### src/rtl/self_eb_data.sv
// Two-entry elastic buffer (main + skid) with valid/stop handshake on both sides,
// registered outputs, and a saturating back-pressure cycle counter.
module self_eb_data #(
  parameter int WIDTH = 8,
  parameter int CNT_W = 16
) (
  input  logic             clk,
  input  logic             reset,
  input  logic             iv_l,
  output logic             is_l,
  input  logic [WIDTH-1:0] id_l,
  output logic             ov_r,
  input  logic             os_r,
  output logic [WIDTH-1:0] od_r,
  output logic [CNT_W-1:0] stall_cnt
);

  // state | meaning
  // EMPTY | no token held, ov_r=0
  // HALF  | one token in main reg (od_r)
  // FULL  | main and skid both hold tokens, is_l=1
  typedef enum logic [1:0] {
    EMPTY = 2'd0,
    HALF  = 2'd1,
    FULL  = 2'd2
  } state_t;

  state_t           state;
  state_t           state_nxt;
  logic [WIDTH-1:0] skid;
  logic             in_x;
  logic             out_x;

  assign in_x  = iv_l & ~is_l;
  assign out_x = ov_r & ~os_r;

  always_comb begin
    state_nxt = state;
    case (state)
      EMPTY: if (in_x) state_nxt = HALF;
      HALF: begin
        if (in_x && !out_x)      state_nxt = FULL;
        else if (!in_x && out_x) state_nxt = EMPTY;
      end
      FULL:  if (out_x) state_nxt = HALF;
      default: state_nxt = EMPTY;
    endcase
  end

  // Handshake outputs are registered from the next state so no stop path is combinational.
  always_ff @(posedge clk or negedge reset) begin
    if (!reset) begin
      state <= EMPTY;
      ov_r  <= 1'b0;
      is_l  <= 1'b0;
      od_r  <= '0;
      skid  <= '0;
    end else begin
      state <= state_nxt;
      ov_r  <= (state_nxt != EMPTY);
      is_l  <= (state_nxt == FULL);
      case (state)
        EMPTY: if (in_x) od_r <= id_l;
        HALF: begin
          if (in_x && out_x)       od_r <= id_l;
          else if (in_x && !out_x) skid <= id_l;
        end
        FULL:  if (out_x) od_r <= skid;
        default: ;
      endcase
    end
  end

  always_ff @(posedge clk or negedge reset) begin
    if (!reset) begin
      stall_cnt <= '0;
    end else if (ov_r && os_r && (stall_cnt != {CNT_W{1'b1}})) begin
      stall_cnt <= stall_cnt + CNT_W'(1);
    end
  end

endmodule
### config.mk
export PLATFORM = sky130hd
export DESIGN_NAME = self_eb_data
export DESIGN_NICKNAME = d
export VERILOG_FILES = /design/src/rtl/self_eb_data.sv
export SDC_FILE = /design/constraint.sdc
export NUM_CORES = 1
export LEC_CHECK = 0
export ABC_CLOCK_PERIOD_IN_PS = 2500
export CAP_MARGIN = 20
export CELL_PAD_IN_SITES_DETAIL_PLACEMENT = 2
export CELL_PAD_IN_SITES_GLOBAL_PLACEMENT = 2
export CORE_MARGIN = 2
export CORE_UTILIZATION = 37
export CTS_BUF_LIST = sky130_fd_sc_hd__clkbuf_4
export DETAILED_ROUTE_END_ITERATION = 10
export GPL_TIMING_DRIVEN = 0
export PLACE_DENSITY_LB_ADDON = 0.15
export SYNTH_ARGS = -nofsm -noshare
export SYNTH_HDL_FRONTEND = slang
export SYNTH_SLANG_ARGS = --single-unit
export TNS_END_PERCENT = 5
### constraint.sdc
create_clock -name clk -period 2.5 [get_ports clk]
set_clock_uncertainty 0.05 [all_clocks]
set_input_delay 0.5 -clock clk [delete_from_list [all_inputs] [get_ports clk]]
set_output_delay 0.5 -clock clk [all_outputs]
set_load 0.02 [all_outputs]
Word level (Yosys, flattened, before mapping) --
Index checks and enable logic that the tools add are counted.
Storage, ports and cells: register bits 36, input bits 12, output and inout port bits 26, word-level logic and storage cells 40
Operators by class: $add $sub $neg 1, eq/ne operators 7, multiplexer cells 9, bitwise operators 5, reductions and logical operators 12
Operators with widths (number):
- 2-to-1 mux 8 bit | 3
- one-hot mux 8 bit (3 select lines) | 1
- adder 16 x 1 -> 16 bit, second input constant | 1
- != test 16 bit, second input constant | 1
- 2-to-1 mux 2 bit | 4
- != test 2 bit, second input constant | 3
- one-hot mux 2 bit (3 select lines) | 1
- logical AND 1 bit | 5
- == test 2 bit, second input constant | 2
- AND reduction 4 bit | 1
- inverter 1 bit | 3
- AND reduction 3 bit | 1
- nonzero test 3 bit | 1
- bitwise AND 1 bit | 2
- == test 2 x 1 -> 1 bit, second input constant | 1
- logical NOT 1 bit | 2
- logical NOT 2 bit | 1
- nonzero test 2 bit | 1

Longest topological paths before layout --
Gate-level depths: netlist of the first run.
depth after elaboration 8, depth in mapped cells 6, depth with buffers taken out 5

Worst setup path after synthesis of the first run --
OpenSTA, ideal clock, no wires.
kind register to register, start point reg stall_cnt[11], end point reg stall_cnt[1], setup time 0.125 ns, arrival 1.596 ns, data required time 2.325 ns, path slack 0.729 ns, cell stages (with the launch flop) 6, path buffers 1, clock period less this slack 1.771 ns, cell sequence dfrtp_1 and4_1 buf_2 and3_1 a21oi_1 mux2_2
Between the ends: cells in the longest elaborated chain, start to end 2
RTL lines:
- from (decl) | RTL line 15 | output logic [CNT_W-1:0] stall_cnt
- from (signal assigned) | RTL line 78 | stall_cnt <= stall_cnt + CNT_W'(1);
- != test 16 bit | RTL line 77 | end else if (ov_r && os_r && (stall_cnt != {CNT_W{1'b1}})) begin
- logical AND 1 bit | RTL line 77
Every way passes these cells. A chain may end at the register's enable or synchronous reset.

Final worst setup path of the first run --
start point reg stall_cnt[15], end point out stall_cnt[15]
No word-level cell between the ends.

==> results.py, run 1 <==
metrics = {
    "power_and_ir_drop": {
        "report.power.total_mw": 2.46,
        "power_leakage_nw": 0.955,
        "peakVddDrop_mv": 0.599,
        "powerDensity_nw_per_um2": 1090,
    },
    "logic_synthesis": {
        "synth_top_family_by_area": "multiplexers",
        "synth_seq_area_share_pct": 51.3,
        "synth_edf_count": 0,
        "synth-main-ff-cell": "dfrtp_1",
        "yosys_warnings": 0,
        "synthMuxAreaShare_pct": 21.0,
        "synth_seq_cells": 36,
        "async_flop_share_pct": 100,
        "synth.distinct_cells": 33,
        "syn_nets": 154,
        "post_synth.cell_area_avg_um2": 12.4,
        "synth-xor-area-share_pct": 3.99,
        "synth-compound-area-share_pct": 7.27,
        "synth_area_um2": 1760,
        "synthSimpleGateAreaFrac_pct": 13.9,
        "synthCells": 141,
        "synth_fa_ha_area_share_pct": 0.713,
    },
    "timing": {
        "hold_ws_ns": 0.199,
        "rsz0062_at_grt": "no",
        "relSlewSlack_pct": 44.1,
        "setup-tns-final_ns": 0,
        "min_period_ns": 2.05,
        "max_slew.worst_pin.slew_ns": 0.839,
        "fin_crit_sh_pct": 82.2,
        "fmax_mhz": 487,
        "finalHoldViolCount": 0,
        "drv_slew": 0,
        "setup_violations": 0,
    },
    "clocking": {
        "clock-root-buffer": "clkbuf_4",
        "cts_tree": "built",
        "htreeDepth": 2,
        "ctsHoldBuffers": 0,
        "cts_resized": 0,
        "numCtsBuffers": 5,
        "clock_path_buffers": 2,
        "clk_latency_ns": 0.34,
        "clkSlewWorstSetupHoldPaths_ns": 0.12,
        "clock-sinks": 36,
        "postCtsSetupRepairBufs": 0,
    },
    "hold_path": {
        "min_path_type": "input pin to asynchronous set/reset pin",
    },
    "grt": {
        "grt_pass1_wl_um": 7340,
        "grt_start_max_net_pins": 37,
        "overflow": 0,
        "grt_pass1_vias": 1409,
        "gr-usage-met2_pct": 33.1,
        "track_usage_pct": 18.2,
        "antenna_found_initial": 0,
        "grt.met1_usage_pct": 21.4,
        "met3_usage_pct": 4.28,
        "grt.busiest_layer": "met2",
    },
    "drt": {
        "drc": 0,
        "viasPerCell": 5.44,
        "drtPass1Iterations": 4,
        "wl_per_cell_um": 18.0,
        "drt-total-wl_um": 4320,
        "final_antenna_net_count": 0,
        "drt_iter0_markers": 34,
        "via_count": 1305,
    },
    "layout": {
        "fill_cells": 459,
        "drive_gt1_share_pct": 24.2,
        "syn2layout_area_growth_pct": 28.9,
        "layout.nets": 198,
        "antennaDiodeCount": 0,
    },
    "setup_path": {
        "critPathLaunch": "stall_cnt[15]",
        "r2r_end": "stall_cnt[1]",
        "crit_end": "stall_cnt[15]",
        "path_class": "register to output pin",
        "crit_cells": 1,
        "ff2ff_path_depth": 5,
        "cp_slowest_cell": "clkdlybuf4s50_1",
        "crit_path_start_kind": "register",
        "r2r_start": "stall_cnt[11]",
        "cp.arrival_ns": 1.50,
        "cp_top_family": "buffers and inverters",
        "crit_fanout": 8,
        "cpPeakStageDelay_ns": 0.66,
        "reg2reg_slack_ns": 0.65,
        "crit_path_cell_trace": "clkdlybuf4s50_1",
        "worstSetupEndpointType": "output pin",
        "path_buf_inv": 1,
        "critical_path_required_ns": 1.95,
    },
    "floorplanning": {
        "io-pin-count": 38,
        "fp.dieW_um": 72.9,
        "row_count": 25,
        "start_util_pct": 37.7,
        "die-area_um2": 5310,
        "die_height_um": 72.9,
        "core_um2": 4660,
    },
    "placement": {
        "finalWeightedCongestion": 0.744,
        "io_buffers": 37,
        "dp_hpwl_um": 3170,
    },
    "run": {
        "maxCapViolCount": 0,
    },
    "status": {
        "status": "complete, no violations",
    },
}
## final cells by class
class                           instances  area [µm²]  share of cell area, %
Multi-Input combinational cell        101         822                   36.3
Buffer                                  4        32.5                   1.44
Clock buffer                            5        37.5                   1.66
Sequential cell                        36         901                   39.8
Timing Repair Buffer                   37         365                   16.1
Clock inverter                          3        37.5                   1.66
Tap cell                               54        67.6                   2.99
## cells in the final DEF, fill, tap and decap left out, drive strengths merged, types with 4 or more instances in the layout
cell / n
nor3: 4
dfrtp: 36
buf: 5
nand2: 12
nand3: 6
xnor2: 5
mux2: 30
clkbuf: 5
nand4: 5
nor2: 4
a21oi: 5
clkdlybuf4s50: 36
## routing by layer
metal	share of wire (%)	wire length (µm)
met5	0	0
met4	0.83	36
met3	3.7	160
met2	55	2370
met1	41	1760
## cell usage after synthesis (all sizes together) (3+ instances only)
| library cell | n | area share (%) |
|---|---|---|
| a21oi | 5 | 1.4 |
| dfrtp | 36 | 51 |
| nand2 | 12 | 2.6 |
| nand4 | 5 | 2.1 |
| nor2 | 4 | 0.86 |
| nand3 | 6 | 1.7 |
| and3 | 3 | 1.1 |
| xnor2 | 5 | 2.5 |
| xor2 | 3 | 1.5 |
| mux2 | 30 | 21 |
| nor3 | 4 | 1.4 |
| nand2b | 3 | 1.1 |
| buf | 4 | 1.9 |
## registers in the layout, summed over array words and instances, names as in the netlist
signal     count
skid           8
stall_cnt     16
od_r           8
is_l           1
state          2
ov_r           1
## kinds of logic (layout without fill, tap and decap cells)
family	after synthesis	after routing
flops	36	36
simple gates	43	43
fa+ha+maj	1	1
compound gates	19	19
buf+inv	4	49
xor+xnor	8	8
mux	30	30
## how the worst min path moves through the flow
stage	from	end	depth (start not counted)	slack, ns
5_1_grt	reset	stall_cnt[7]	1	0.23
6_report	reset	stall_cnt[7]	1	0.20
4_1_cts	reset	stall_cnt[7]	1	0.22
2_1_floorplan	reset	is_l	0	0.15
3_3_place_gp	skid[5]	skid[5]	1	0.43
3_5_place_dp	od_r[1]	od_r[1]	1	0.44
## power by group
group	switching, mW	internal (mW)
sequential	0.191	0.795
clock	0.202	0.204
combinational	0.478	0.589
## stage by stage
stage	util, %	cell area [µm²]	cells	worst slack [ns]
2_1_floorplan	-	1760	141	0.729
3_3_place_gp	47.1	2190	232	0.0620
3_5_place_dp	47.0	2190	232	0.207
4_1_cts	48.6	2260	240	0.426
5_1_grt	48.6	2260	240	0.382
6_report	48.6	2260	240	0.445
Note: power is estimated with default switching activity, not from simulation.
==> run 2: changes to the inputs <==
--- a/config.mk
+++ b/config.mk
@@ -5,12 +5,12 @@
 export SDC_FILE = /design/constraint.sdc
 export NUM_CORES = 1
 export LEC_CHECK = 0
-export ABC_CLOCK_PERIOD_IN_PS = 2500
+export ABC_CLOCK_PERIOD_IN_PS = 1700
 export CAP_MARGIN = 20
 export CELL_PAD_IN_SITES_DETAIL_PLACEMENT = 2
 export CELL_PAD_IN_SITES_GLOBAL_PLACEMENT = 2
 export CORE_MARGIN = 2
-export CORE_UTILIZATION = 37
+export CORE_UTILIZATION = 31
 export CTS_BUF_LIST = sky130_fd_sc_hd__clkbuf_4
 export DETAILED_ROUTE_END_ITERATION = 10
 export GPL_TIMING_DRIVEN = 0
==> constraint.sdc (replaced) <==
create_clock -name clk -period 1.7 [get_ports clk]
set_clock_uncertainty 0.05 [all_clocks]
set_input_delay 0.34 -clock clk [delete_from_list [all_inputs] [get_ports clk]]
set_output_delay 0.34 -clock clk [all_outputs]
set_load 0.02 [all_outputs]
==> run 2 against run 1 <==
Largest power group unchanged. The run now ends with setup timing left. Clock power grew 53%. First-iteration DRC count rose by 29%. Global-route usage shrank 3.0 points. Non-clock buffer count is 1 higher.
==> results.py, run 2 (same netlist as run 1, synthesis figures left out) <==
metrics = {
    "power_and_ir_drop": {
        "report.power.total_mw": 3.54,
        "powerDensity_nw_per_um2": 1540,
        "peakVddDrop_mv": 0.661,
        "power_leakage_nw": 1.04,
    },
    "setup_path": {
        "crit_path_start_kind": "register",
        "cp.arrival_ns": 1.93,
        "critical_path_required_ns": 1.89,
        "path_class": "register to register",
        "crit_fanout": 8,
        "worstSetupEndpointType": "register",
    },
    "timing": {
        "fin_crit_sh_pct": 103,
        "rsz0062_at_grt": "yes",
        "max_slew.worst_pin.slew_ns": 0.837,
        "min_period_ns": 1.75,
        "relSlewSlack_pct": 44.2,
        "fmax_mhz": 572,
        "finalHoldViolCount": 0,
        "drv_slew": 0,
        "setup-tns-final_ns": -0.351,
        "hold_ws_ns": 0.0353,
        "setup_violations": 10,
        "setup_ws_ns": -0.0470,
    },
    "placement": {
        "place_inst": 250,
        "finalWeightedCongestion": 0.763,
        "dp_hpwl_um": 3100,
        "io_buffers": 37,
        "place_area_um2": 2220,
    },
    "grt": {
        "grt_start_max_net_pins": 37,
        "overflow": 0,
        "grt_pass1_vias": 1475,
        "antenna_found_initial": 0,
        "grt_pass1_wl_um": 7220,
        "track_usage_pct": 15.2,
    },
    "clocking": {
        "clk_latency_ns": 0.34,
        "htreeDepth": 2,
        "clock_path_buffers": 2,
        "clock-root-buffer": "clkbuf_4",
        "clock-sinks": 36,
        "cts_tree": "built",
        "numCtsBuffers": 5,
        "ctsHoldBuffers": 0,
        "clkSlewWorstSetupHoldPaths_ns": 0.12,
    },
    "floorplanning": {
        "io-pin-count": 38,
        "fp.dieW_um": 79.3,
        "die-area_um2": 6280,
        "die_height_um": 79.3,
        "start_util_pct": 32.1,
        "row_count": 27,
        "core_um2": 5470,
    },
    "drt": {
        "drtPass1Iterations": 3,
        "drc": 0,
        "via_count": 1313,
        "drt-total-wl_um": 4310,
        "drt_iter0_markers": 44,
        "wl_per_cell_um": 16.6,
        "viasPerCell": 5.07,
        "final_antenna_net_count": 0,
    },
    "layout": {
        "fill_cells": 593,
        "largest_reg_flops": 16,
        "fin_area_um2": 2300,
        "layout.cells.non_filler": 259,
        "antennaDiodeCount": 0,
        "top_regs": "stall_cnt x16, od_r x8, skid x8",
        "mostFrequentLayoutCells": "dfrtp_1 (30), dlygate4sd2_1 (26), mux2_2 (22)",
        "regMostFlops": "stall_cnt",
        "layout.nets": 199,
        "final-seq-area_um2": 908,
        "syn2layout_area_growth_pct": 31.0,
        "multi_input_area_um2": 843,
        "final_common_cell": "dfrtp_1",
        "drive_gt1_share_pct": 31.0,
    },
    "run": {
        "maxCapViolCount": 0,
    },
    "hold_path": {
        "min_path_type": "input pin to asynchronous set/reset pin",
    },
    "status": {
        "violations": "setup timing",
        "status": "finished with violations",
    },
}
[run 2: cell types whose count changed in the layout (fill, tap and decap cells not counted), moves of 2 or more]
cell,change
dfrtp_1,-6
dlygate4sd2_1,+26
dfrtp_2,+6
clkinv_1,-2
clkdlybuf4s50_1,-27
buf_4,+2
[run 2: power by group]
| group | internal (mW) | leakage [nW] | switching, mW | total (mW) |
|---|---|---|---|---|
| logic | 0.752 | 0.560 | 0.707 | 1.46 |
| clock network | 0.324 | 0.0456 | 0.298 | 0.623 |
| registers | 1.17 | 0.438 | 0.280 | 1.45 |
| total | 2.25 | 1.04 | 1.29 | 3.54 |
[run 2: layout make-up]
cell class,count,area share [%]
Sequential cell,36,39.5
Tap cell,72,3.92
Timing Repair Buffer,38,14.9
Multi-Input combinational cell,101,36.7
Clock buffer,6,1.96
Buffer,4,1.52
Clock inverter,2,1.52
[run 2: critical path: stages (launching register included)]
cell	delay [ns]
dfrtp_2	0.46
or3b_4	0.39
a21o_1	0.18
o21a_1	0.11
buf_6	0.15
mux2_4	0.30
[run 2: worst paths after layout]
kind / start / end / slack (ns) / cells after the start
max: state[1] / od_r[4] / -0.05 / 5
min: reset / stall_cnt[8] / 0.04 / 1
max reg2reg: state[1] / od_r[4] / -0.05 / 5
min reg2reg: od_r[1] / od_r[1] / 0.46 / 1
max in group asynchronous: reset / ov_r / 0.98 / 1
min in group clk: os_r / stall_cnt[0] / 0.46 / 4
[run 2: routing by layer]
metal / GRT usage, % / up-vias / wire [µm]
met1: 15.4 / 674 / 1640
met4: 5.69 / 0 / 69
li1: - / 604 / -
met3: 4.66 / 6 / 192
met2: 29.0 / 29 / 2410
met5: 0 / - / 0
[run 2: timing repair]
action	CTS	global route
buffers inserted	0	1
endpoints found under the setup margin	46	23
pin swaps	3	0
gates resized for setup	32	3
[run 2: through the flow]
stage | util (%) | worst slack [ns]
after floorplan | - | -0.00726
after global placement | 40.6 | -0.729
after detailed placement | 40.5 | -0.419
after CTS | 41.8 | -0.0739
after global routing | 42.0 | -0.100
final | 42.0 | -0.0470
==> run 3: changes to the inputs <==
--- a/config.mk
+++ b/config.mk
@@ -13,6 +13,7 @@
 export CORE_UTILIZATION = 31
 export CTS_BUF_LIST = sky130_fd_sc_hd__clkbuf_4
 export DETAILED_ROUTE_END_ITERATION = 10
+export GPL_ROUTABILITY_DRIVEN = 0
 export GPL_TIMING_DRIVEN = 0
 export PLACE_DENSITY_LB_ADDON = 0.15
 export SYNTH_ARGS = -nofsm -noshare
==> constraint.sdc (replaced) <==
create_clock -name clk -period 1.7 [get_ports clk]
set_clock_uncertainty 0.05 [all_clocks]
set_input_delay 0.51 -clock clk [delete_from_list [all_inputs] [get_ports clk]]
set_output_delay 0.51 -clock clk [all_outputs]
set_load 0.02 [all_outputs]
==> run 3 against run 2 <==
The run still ends with setup timing left. Final cell count grew 1.5%. Final area rose by 1.1%. Combinational power up 7%. Non-clock buffer count up 4. Utilization is 0.48 points higher. Global-route usage increased by 0.43 points. Die area unchanged. Largest power group unchanged. Highest routed layer unchanged.
==> results.py, run 3 (same netlist as run 1, synthesis figures left out) <==
metrics = {
    "clocking": {
        "ctsHoldBuffers": 0,
        "htreeDepth": 2,
        "clkSlewWorstSetupHoldPaths_ns": 0.10,
        "cts_tree": "built",
        "clock_path_buffers": 2,
        "clock-sinks": 36,
        "clock-root-buffer": "clkbuf_4",
        "numCtsBuffers": 5,
        "clk_latency_ns": 0.33,
    },
    "grt": {
        "grt_pass1_wl_um": 7510,
        "overflow": 0,
        "antenna_found_initial": 0,
        "track_usage_pct": 15.6,
        "grt_start_max_net_pins": 37,
        "grt_pass1_vias": 1453,
    },
    "timing": {
        "fin_crit_sh_pct": 102,
        "min_period_ns": 1.74,
        "setup_violations": 8,
        "setup-tns-final_ns": -0.240,
        "setup_ws_ns": -0.0366,
        "max_slew.worst_pin.slew_ns": 0.846,
        "fmax_mhz": 576,
        "finalHoldViolCount": 0,
        "relSlewSlack_pct": 43.6,
        "rsz0062_at_grt": "yes",
        "drv_slew": 0,
    },
    "setup_path": {
        "crit_path_cell_trace": "or3b_4, a21o_1, o21a_1, buf_6, mux2_4",
        "reg2reg_slack_ns": -0.04,
        "crit_path_start_kind": "register",
        "r2r_start": "state[1]",
        "crit_fanout": 8,
        "cp.arrival_ns": 1.90,
        "cp_top_family": "flip-flops",
        "cpPeakStageDelay_ns": 0.45,
        "cp_slowest_cell": "dfrtp_2",
        "critical_path_required_ns": 1.87,
        "path_buf_inv": 1,
        "path_class": "register to register",
        "ff2ff_path_depth": 5,
        "r2r_end": "od_r[3]",
        "worstSetupEndpointType": "register",
    },
    "layout": {
        "layout.nets": 203,
        "regMostFlops": "stall_cnt",
        "final-seq-area_um2": 916,
        "largest_reg_flops": 16,
        "antennaDiodeCount": 0,
        "postLayoutCoreUtil_pct": 42.5,
        "final_common_cell": "dfrtp_1",
        "top_regs": "stall_cnt x16, od_r x8, skid x8",
        "multi_input_area_um2": 910,
        "syn2layout_area_growth_pct": 32.5,
        "mostFrequentLayoutCells": "dfrtp_1 (24), mux2_2 (22), dfrtp_2 (12)",
        "fill_cells": 603,
        "drive_gt1_share_pct": 46.6,
    },
    "drt": {
        "drt-total-wl_um": 4520,
        "viasPerCell": 4.97,
        "final_antenna_net_count": 0,
        "via_count": 1306,
        "drt_iter0_markers": 61,
        "wl_per_cell_um": 17.2,
        "drc": 0,
        "drtPass1Iterations": 4,
    },
    "power_and_ir_drop": {
        "powerDensity_nw_per_um2": 1510,
        "peakVddDrop_mv": 0.658,
        "power_leakage_nw": 1.03,
    },
    "floorplanning": {
        "die-area_um2": 6280,
        "fp.dieW_um": 79.3,
        "start_util_pct": 32.1,
        "row_count": 27,
        "die_height_um": 79.3,
        "core_um2": 5470,
        "io-pin-count": 38,
    },
    "placement": {
        "dp_hpwl_um": 3180,
        "io_buffers": 37,
    },
    "hold_path": {
        "min_path_type": "input pin to asynchronous set/reset pin",
    },
    "run": {
        "maxCapViolCount": 0,
    },
    "status": {
        "violations": "setup timing",
        "status": "finished with violations",
    },
}
==> run 3: worst reg2reg max path, cell delays in order, from the launching register on <==
cell	delay [ns]
dfrtp_2	0.45
or3b_4	0.39
a21o_1	0.18
o21a_1	0.11
buf_6	0.15
mux2_4	0.30
==> run 3: where the power goes <==
part,leakage (nW),switching (mW),total (mW),internal (mW)
clock,0.0338,0.274,0.465,0.191
sequential,0.430,0.302,1.49,1.19
combinational,0.567,0.753,1.56,0.807
==> run 3: layout make-up <==
| cell class | count | share of cell area, % |
|---|---|---|
| multi-input combinational | 101 | 39.1 |
| tap | 72 | 3.87 |
| sequential | 36 | 39.4 |
| buffer | 4 | 1.61 |
| timing repair buffer | 42 | 13.6 |
| clock buffer | 7 | 2.26 |
| clock inverter | 1 | 0.161 |
==> run 3: per-stage QoR <==
step / setup slack, ns / instances / instance area [µm²] / power [mW] / hold WS, ns
2_1_floorplan: -0.0364 / 141 / 1760 / 2.40 / 0.164
3_3_place_gp: -0.901 / 250 / 2220 / 2.97 / 0.433
3_5_place_dp: -0.588 / 250 / 2210 / 3.06 / 0.448
4_1_cts: -0.0634 / 258 / 2280 / 3.46 / 0.230
5_1_grt: -0.0960 / 263 / 2330 / 3.78 / 0.245
6_report: -0.0366 / 263 / 2330 / 3.51 / 0.218
==> run 3: worst max path at each step <==
stage	startpoint	slack, ns	cells past startpoint	end
2_1_floorplan	iv_l	-0.04	5	od_r[0]
3_3_place_gp	reset	-0.90	1	stall_cnt[12]
3_5_place_dp	iv_l	-0.59	6	od_r[6]
4_1_cts	state[1]	-0.06	5	od_r[5]
5_1_grt	state[0]	-0.1	6	od_r[5]
6_report	state[1]	-0.04	5	od_r[3]
==> run 3: what timing repair did <==
action                                 CTS  global route
resized for setup                       52            42
setup buffers                            0             5
pin swaps                                3             1
setup endpoints to repair               49            40
endpoints found under the hold margin    0             0
==> run 3: metal layers <==
layer,global-route usage [%],share of wire (%)
met3,5.00,5.2
met5,0,0
met1,18.4,40
met4,4.83,0.57
met2,27.1,55
